<file path="config.mk">
export PLATFORM = sky130hd
export DESIGN_NAME = spi_agc_responder
export DESIGN_NICKNAME = d
export VERILOG_FILES = /design/src/rtl/spi_agc_pkg.sv /design/src/rtl/spi_agc_sync_edge.sv /design/src/rtl/spi_agc_responder.sv
export SDC_FILE = /design/constraint.sdc
export NUM_CORES = 1
export LEC_CHECK = 0
export BUFFER_PORTS_ARGS = -buffer_cell sky130_fd_sc_hd__buf_2
export CAP_MARGIN = 5
export CELL_PAD_IN_SITES_DETAIL_PLACEMENT = 1
export CELL_PAD_IN_SITES_GLOBAL_PLACEMENT = 1
export CORE_ASPECT_RATIO = 1.4
export CORE_MARGIN = 10
export CORE_UTILIZATION = 41
export DETAILED_ROUTE_END_ITERATION = 16
export PLACE_DENSITY_LB_ADDON = 0.15
export SLEW_MARGIN = 0
export SYNTH_ARGS = -nofsm -noshare
export SYNTH_HDL_FRONTEND = slang
export SYNTH_HIERARCHICAL = 1
export SYNTH_SLANG_ARGS = --single-unit
</file>
<file path="constraint.sdc">
create_clock -name main_clk -period 2.1 [get_ports main_clk]
set_input_delay 0.21 -clock main_clk [delete_from_list [all_inputs] [get_ports main_clk]]
set_output_delay 0.21 -clock main_clk [all_outputs]
set_load 0.01 [all_outputs]
</file>
<file path="src/rtl/spi_agc_pkg.sv">
// spi_agc_pkg: shared frame constants and FSM state type
// for the AGC SPI responder.
package spi_agc_pkg;

    localparam int FRAME_BITS = 16;
    localparam int CMD_BITS   = 8;
    localparam int ADDR_W     = 7;
    localparam int RW_BIT     = 15;

    typedef enum logic [2:0] {
        ST_IDLE,
        ST_CMD,
        ST_WR_DATA,
        ST_RD_DATA,
        ST_WAIT_CS
    } state_e;

endpackage

</file>
<file path="src/rtl/spi_agc_sync_edge.sv">
// spi_agc_sync_edge: 2-flop synchronizer plus registered edge detect.
// Ports: clk, rst (sync, active-high), din -> dout (level), rise, fall.
module spi_agc_sync_edge
    import spi_agc_pkg::*;
#(
    parameter logic RST_VAL = 1'b0
) (
    input  logic clk,
    input  logic rst,
    input  logic din,
    output logic dout,
    output logic rise,
    output logic fall
);

    logic s1_q, s2_q, s3_q, rise_q, fall_q;
    logic s1_d, s2_d, s3_d, rise_d, fall_d;

    // dout is delayed one flop so it lines up with rise/fall.
    always_comb begin
        s1_d   = din;
        s2_d   = s1_q;
        s3_d   = s2_q;
        rise_d = s2_q & ~s3_q;
        fall_d = ~s2_q & s3_q;
    end

    always_ff @(posedge clk) begin
        if (rst) begin
            s1_q   <= RST_VAL;
            s2_q   <= RST_VAL;
            s3_q   <= RST_VAL;
            rise_q <= 1'b0;
            fall_q <= 1'b0;
        end else begin
            s1_q   <= s1_d;
            s2_q   <= s2_d;
            s3_q   <= s3_d;
            rise_q <= rise_d;
            fall_q <= fall_d;
        end
    end

    assign dout = s3_q;
    assign rise = rise_q;
    assign fall = fall_q;

endmodule

</file>
<file path="src/rtl/spi_agc_responder.sv">
// spi_agc_responder: 3-wire SPI register-file responder. Ports: main_clk,
// reg_reset (sync, high), spi_sclk/spi_cs_n/spi_sdi in; spi_sdo/spi_sdo_t to
// IOBUF; regs_out flat regs; wr_stb/wr_addr write report; frame_err; busy.
// SPI_AGC_RESP_READBACK_EN enables read frames driving SDIO.
module spi_agc_responder
    import spi_agc_pkg::*;
#(
    parameter int         NUM_REGS    = 8,
    parameter logic [7:0] REG_RST_VAL = 8'h00
) (
    input  logic                  main_clk,
    input  logic                  reg_reset,
    input  logic                  spi_sclk,
    input  logic                  spi_cs_n,
    input  logic                  spi_sdi,
    output logic                  spi_sdo,
    output logic                  spi_sdo_t,
    output logic [8*NUM_REGS-1:0] regs_out,
    output logic                  wr_stb,
    output logic [ADDR_W-1:0]     wr_addr,
    output logic                  frame_err,
    output logic                  busy
);

    localparam int         IW       = (NUM_REGS > 1) ? $clog2(NUM_REGS) : 1;
    localparam logic [7:0] NREG8    = 8'(NUM_REGS);
    localparam logic [2:0] CMD_LAST = 3'(CMD_BITS - 1);
    localparam logic [2:0] DAT_LAST = 3'(FRAME_BITS - CMD_BITS - 1);
    localparam int         RW_POS   = RW_BIT - (FRAME_BITS - CMD_BITS);

    logic sclk_rise, sclk_fall, sclk_lvl_unused;
    logic cs_rise, cs_fall, cs_lvl;
    logic sdi_s, sdi_rise_unused, sdi_fall_unused;

    spi_agc_sync_edge #(.RST_VAL(1'b0)) u_sclk (
        .clk(main_clk), .rst(reg_reset), .din(spi_sclk),
        .dout(sclk_lvl_unused), .rise(sclk_rise), .fall(sclk_fall)
    );
    spi_agc_sync_edge #(.RST_VAL(1'b1)) u_cs (
        .clk(main_clk), .rst(reg_reset), .din(spi_cs_n),
        .dout(cs_lvl), .rise(cs_rise), .fall(cs_fall)
    );
    spi_agc_sync_edge #(.RST_VAL(1'b0)) u_sdi (
        .clk(main_clk), .rst(reg_reset), .din(spi_sdi),
        .dout(sdi_s), .rise(sdi_rise_unused), .fall(sdi_fall_unused)
    );

    state_e            state_q, state_d;
    logic [2:0]        cnt_q, cnt_d;
    logic [6:0]        sh_q, sh_d;
    logic [7:0]        sh_nx;
    logic [ADDR_W-1:0] addr_q, addr_d;
    logic [7:0]        regs_q [NUM_REGS];
    logic [7:0]        regs_d [NUM_REGS];
    logic              wr_stb_q, wr_stb_d;
    logic [ADDR_W-1:0] wr_addr_q, wr_addr_d;
    logic              frame_err_q, frame_err_d;
`ifdef SPI_AGC_RESP_READBACK_EN
    logic              sdo_q, sdo_d;
    logic              sdo_t_q, sdo_t_d;
    logic [7:0]        shout_q, shout_d;
`endif

    function automatic logic in_rng(input logic [ADDR_W-1:0] a);
        return {1'b0, a} < NREG8;
    endfunction

    always_comb begin
        state_d     = state_q;
        cnt_d       = cnt_q;
        sh_d        = sh_q;
        addr_d      = addr_q;
        regs_d      = regs_q;
        wr_stb_d    = 1'b0;
        wr_addr_d   = wr_addr_q;
        frame_err_d = 1'b0;
        sh_nx       = {sh_q, sdi_s};
`ifdef SPI_AGC_RESP_READBACK_EN
        sdo_d       = sdo_q;
        sdo_t_d     = sdo_t_q;
        shout_d     = shout_q;
`endif
        // CS release outranks any SCLK edge seen in the same cycle.
        if (cs_rise) begin
            state_d     = ST_IDLE;
            frame_err_d = (state_q == ST_CMD) | (state_q == ST_WR_DATA)
                        | (state_q == ST_RD_DATA);
`ifdef SPI_AGC_RESP_READBACK_EN
            sdo_d       = 1'b0;
            sdo_t_d     = 1'b1;
`endif
        end else begin
            unique case (state_q)
                ST_IDLE: begin
                    if (cs_fall) begin
                        state_d = ST_CMD;
                        cnt_d   = '0;
                    end
                end
                ST_CMD: begin
                    if (sclk_rise) begin
                        sh_d  = sh_nx[6:0];
                        cnt_d = cnt_q + 3'd1;
                        if (cnt_q == CMD_LAST) begin
                            cnt_d  = '0;
                            addr_d = sh_nx[ADDR_W-1:0];
                            if (sh_nx[RW_POS]) begin
`ifdef SPI_AGC_RESP_READBACK_EN
                                state_d = ST_RD_DATA;
                                shout_d = in_rng(sh_nx[ADDR_W-1:0])
                                        ? regs_q[sh_nx[IW-1:0]] : 8'h00;
`else
                                state_d = ST_WAIT_CS;
`endif
                            end else begin
                                state_d = ST_WR_DATA;
                            end
                        end
                    end
                end
                ST_WR_DATA: begin
                    if (sclk_rise) begin
                        sh_d  = sh_nx[6:0];
                        cnt_d = cnt_q + 3'd1;
                        if (cnt_q == DAT_LAST) begin
                            state_d = ST_WAIT_CS;
                            if (in_rng(addr_q)) begin
                                regs_d[addr_q[IW-1:0]] = sh_nx;
                                wr_stb_d  = 1'b1;
                                wr_addr_d = addr_q;
                            end
                        end
                    end
                end
                ST_RD_DATA: begin
`ifdef SPI_AGC_RESP_READBACK_EN
                    if (sclk_fall) begin
                        sdo_d   = shout_q[7];
                        sdo_t_d = 1'b0;
                        shout_d = {shout_q[6:0], 1'b0};
                    end
                    if (sclk_rise) begin
                        cnt_d = cnt_q + 3'd1;
                        if (cnt_q == DAT_LAST) state_d = ST_WAIT_CS;
                    end
`else
                    state_d = ST_IDLE;
`endif
                end
                ST_WAIT_CS: begin
                    state_d = ST_WAIT_CS;
                end
                default: state_d = ST_IDLE;
            endcase
        end
    end

    always_ff @(posedge main_clk) begin
        if (reg_reset) begin
            state_q     <= ST_IDLE;
            cnt_q       <= '0;
            sh_q        <= '0;
            addr_q      <= '0;
            for (int i = 0; i < NUM_REGS; i++) regs_q[i] <= REG_RST_VAL;
            wr_stb_q    <= 1'b0;
            wr_addr_q   <= '0;
            frame_err_q <= 1'b0;
`ifdef SPI_AGC_RESP_READBACK_EN
            sdo_q       <= 1'b0;
            sdo_t_q     <= 1'b1;
            shout_q     <= '0;
`endif
        end else begin
            state_q     <= state_d;
            cnt_q       <= cnt_d;
            sh_q        <= sh_d;
            addr_q      <= addr_d;
            regs_q      <= regs_d;
            wr_stb_q    <= wr_stb_d;
            wr_addr_q   <= wr_addr_d;
            frame_err_q <= frame_err_d;
`ifdef SPI_AGC_RESP_READBACK_EN
            sdo_q       <= sdo_d;
            sdo_t_q     <= sdo_t_d;
            shout_q     <= shout_d;
`endif
        end
    end

`ifdef SPI_AGC_RESP_READBACK_EN
    assign spi_sdo   = sdo_q;
    assign spi_sdo_t = sdo_t_q;
`else
    logic unused_sclk_fall;
    assign unused_sclk_fall = sclk_fall;
    assign spi_sdo   = 1'b0;
    assign spi_sdo_t = 1'b1;
`endif

    for (genvar g = 0; g < NUM_REGS; g++) begin : g_flat
        assign regs_out[8*g +: 8] = regs_q[g];
    end

    assign wr_stb    = wr_stb_q;
    assign wr_addr   = wr_addr_q;
    assign frame_err = frame_err_q;
    assign busy      = ~cs_lvl;

endmodule
</file>
==> metrics.csv <==
stage,metric,value,unit
route,vias_per_cell,5.510,
power_and_ir_drop,ir_worst_vdd,536.2,µV
timing,min_period,1996,ps
global_routing,grt_usage,0.1644,
clock_tree,clk_pin_slew_worst_paths,70,ps
timing,max_freq,501.1,MHz
hold_path,hp-class,primary input to register,
clock_tree,cts_root_buf,clkbuf_16,
global_routing,grt.overflow.total,0,
synth,synth_area,3900,µm²
synth,avgSynthCellArea,9.848,µm²
cells_and_area,fin_cells,592,
hold_path,whs_endpoint,u_cs/s1_q,
hold_path,worstHoldPathCells,2,
cells_and_area,finalInstanceArea,4821,µm²
critical_path,worstSetupPathType,register to register,
cells_and_area,syn2layout_area_growth,23.61,%
placed_design,place.gp.congestion,0.7641,
critical_path,reg2reg_depth,6,
synth,syn_inst,396,
route,drc,0,
cells_and_area,nNetsFinal,484,
clock_tree,cts_buffers,9,
critical_path,reg2reg_from,cnt_q[0],
synth,syn_nets,403,
placed_design,dp.cells,566,
critical_path,end_kind,register,
route,detailroute.via_count,3262,
die,io_pins,81,
die,die_area,13870,µm²
critical_path,worstPathArrival,2260,ps
power_and_ir_drop,p_per_area,808.9,nW/µm²
critical_path,rrSetupSlack,100,ps
timing,clock_skew,5.483,ps
timing,slew_violations,0,
job,max_cap_viol_count,0,
clock_tree,cts.sinks,105,
critical_path,startpoint_type,register,
global_routing,grt_pass1_vias,3377,
route,ant_nets,0,
critical_path,cp.required,2370,ps
synth,yosysWarnings,6,
timing,setup_viol,0,
global_routing,grt_max_degree,43,
clock_tree,insertion_delay,340,ps
die,core-area,9354,µm²
clock_tree,cts-htree-levels,3,
clock_tree,cts_tree,done,
die,start_util,0.4169,
route,firstDrtPassIters,4,
route,finalWirelength,11120,µm
clock_tree,cts_max_path_buffers,2,
cells_and_area,drive_above_1_share,0.2635,
cells_and_area,seq_area,2102,µm²
timing,finalHoldViolations,0,
timing,period_share,0.9503,
timing,worstMarginPinSlew,633.7,ps
timing,tns,0,ps
critical_path,cp_max_fo,8,
die,die_x,102.4,µm
cells_and_area,fillCellCount,1091,
hold_path,min_from,spi_cs_n,
run_status,status,completed,
placed_design,dp_hpwl,7507,µm
placed_design,portBuffers,78,
die,die_y,135.4,µm
power_and_ir_drop,p_leak,1.972,nW
route,drt-wirelength-per-cell,18.79,µm
placed_design,dpl_cell_area,4390,µm²
route,first_iter_violations,102,
cells_and_area,n_antenna_cell,0,
global_routing,grt_first_pass_wirelength,18090,µm
timing,slew-limit-headroom,0.5776,
global_routing,antenna_found_initial,0,
die,rows,42,
critical_path,r2r_end,regs_out[14],
cells_and_area,multi_input_area,1693,µm²
worst max-delay path by stage:
stage | startpoint | end | slack (ps) | cells after the start
after floorplan | cnt_q[0] | regs_out[52] | 190 | 8
after global placement | cnt_q[0] | regs_out[52] | 20 | 6
after detailed placement | cnt_q[0] | regs_out[52] | -110 | 6
after CTS | cnt_q[0] | regs_out[4] | 0.9 | 7
after global routing | cnt_q[0] | regs_out[13] | -4 | 6
final | cnt_q[0] | regs_out[14] | 100 | 6
repair_timing:
item                       CTS  global route
pin swaps                    2             4
gates cloned                 0             0
setup endpoints to repair   55            50
setup buffers                4             6
gates resized for setup      3             5
hold buffers                 0             0
final cells by class:
class | instances | share of cell area
Multi-Input combinational cell | 260 | 0.3512
Sequential cell | 105 | 0.4360
Inverter | 1 | 0.0007786
Clock buffer | 10 | 0.04957
Tap cell | 110 | 0.02855
Timing Repair Buffer | 100 | 0.1152
Clock inverter | 6 | 0.01869
critical path: stages (launching register included):
cell and delay (ps):
dfxtp_1 360, ha_1 170, ha_2 190, and4bb_4 280, nand3_2 130, or4b_4 640
o21ai_1 150
where the power goes:
part | total, mW | switching (mW) | internal, mW
Combinational | 0.0741 | 0.0383 | 0.0358
Sequential | 2.00 | 0.00529 | 2.00
Clock | 1.82 | 0.740 | 1.08
registers in the layout (all words and copies together) (netlist names), 3 cells and up:
signal,flops
addr_q,7
cnt_q,3
regs_out,64
sh_q,7
state_q,3
wr_addr,7
layer usage:
metal  global-route usage  part of all wire  up-vias
met5                    0                 0        -
met3              0.04035             0.043       14
met1               0.2046              0.44     1614
met4              0.06604             0.020        0
li1                     -                 -     1569
met2               0.2641              0.50       65
cells in the final DEF (no fill, tap or decap), types with 2 or more instances in the layout:
cell type,count
o21ai_0,50
nor3_1,3
and3b_1,3
nand4b_1,3
or4b_4,2
nor3b_1,11
dfxtp_1,105
o21ai_2,3
nand4_1,9
bufinv_16,2
buf_4,22
nor2_1,6
nor2b_1,8
nand3_1,10
clkbuf_16,9
nand3b_1,67
mux2i_1,12
nand2_1,18
nand2b_1,12
or2_1,3
buf_2,78
nor4_1,2
o21ai_1,13
conb_1,2
a21oi_1,12
through the flow:
step           setup slack, ps  total power [mW]  hold WS (ps)  utilization
3_5_place_dp            -106.0             2.125         390.9       0.4694
6_report                 104.5             3.899         41.87       0.5154
5_1_grt                 -4.144             4.036         44.64       0.5154
4_1_cts                 0.8735             3.934         31.49       0.5087
2_1_floorplan            192.4             2.105         281.6            -
3_3_place_gp             18.99             2.123         378.7       0.4694
No activity file was read; power rests on OpenSTA's default activity.
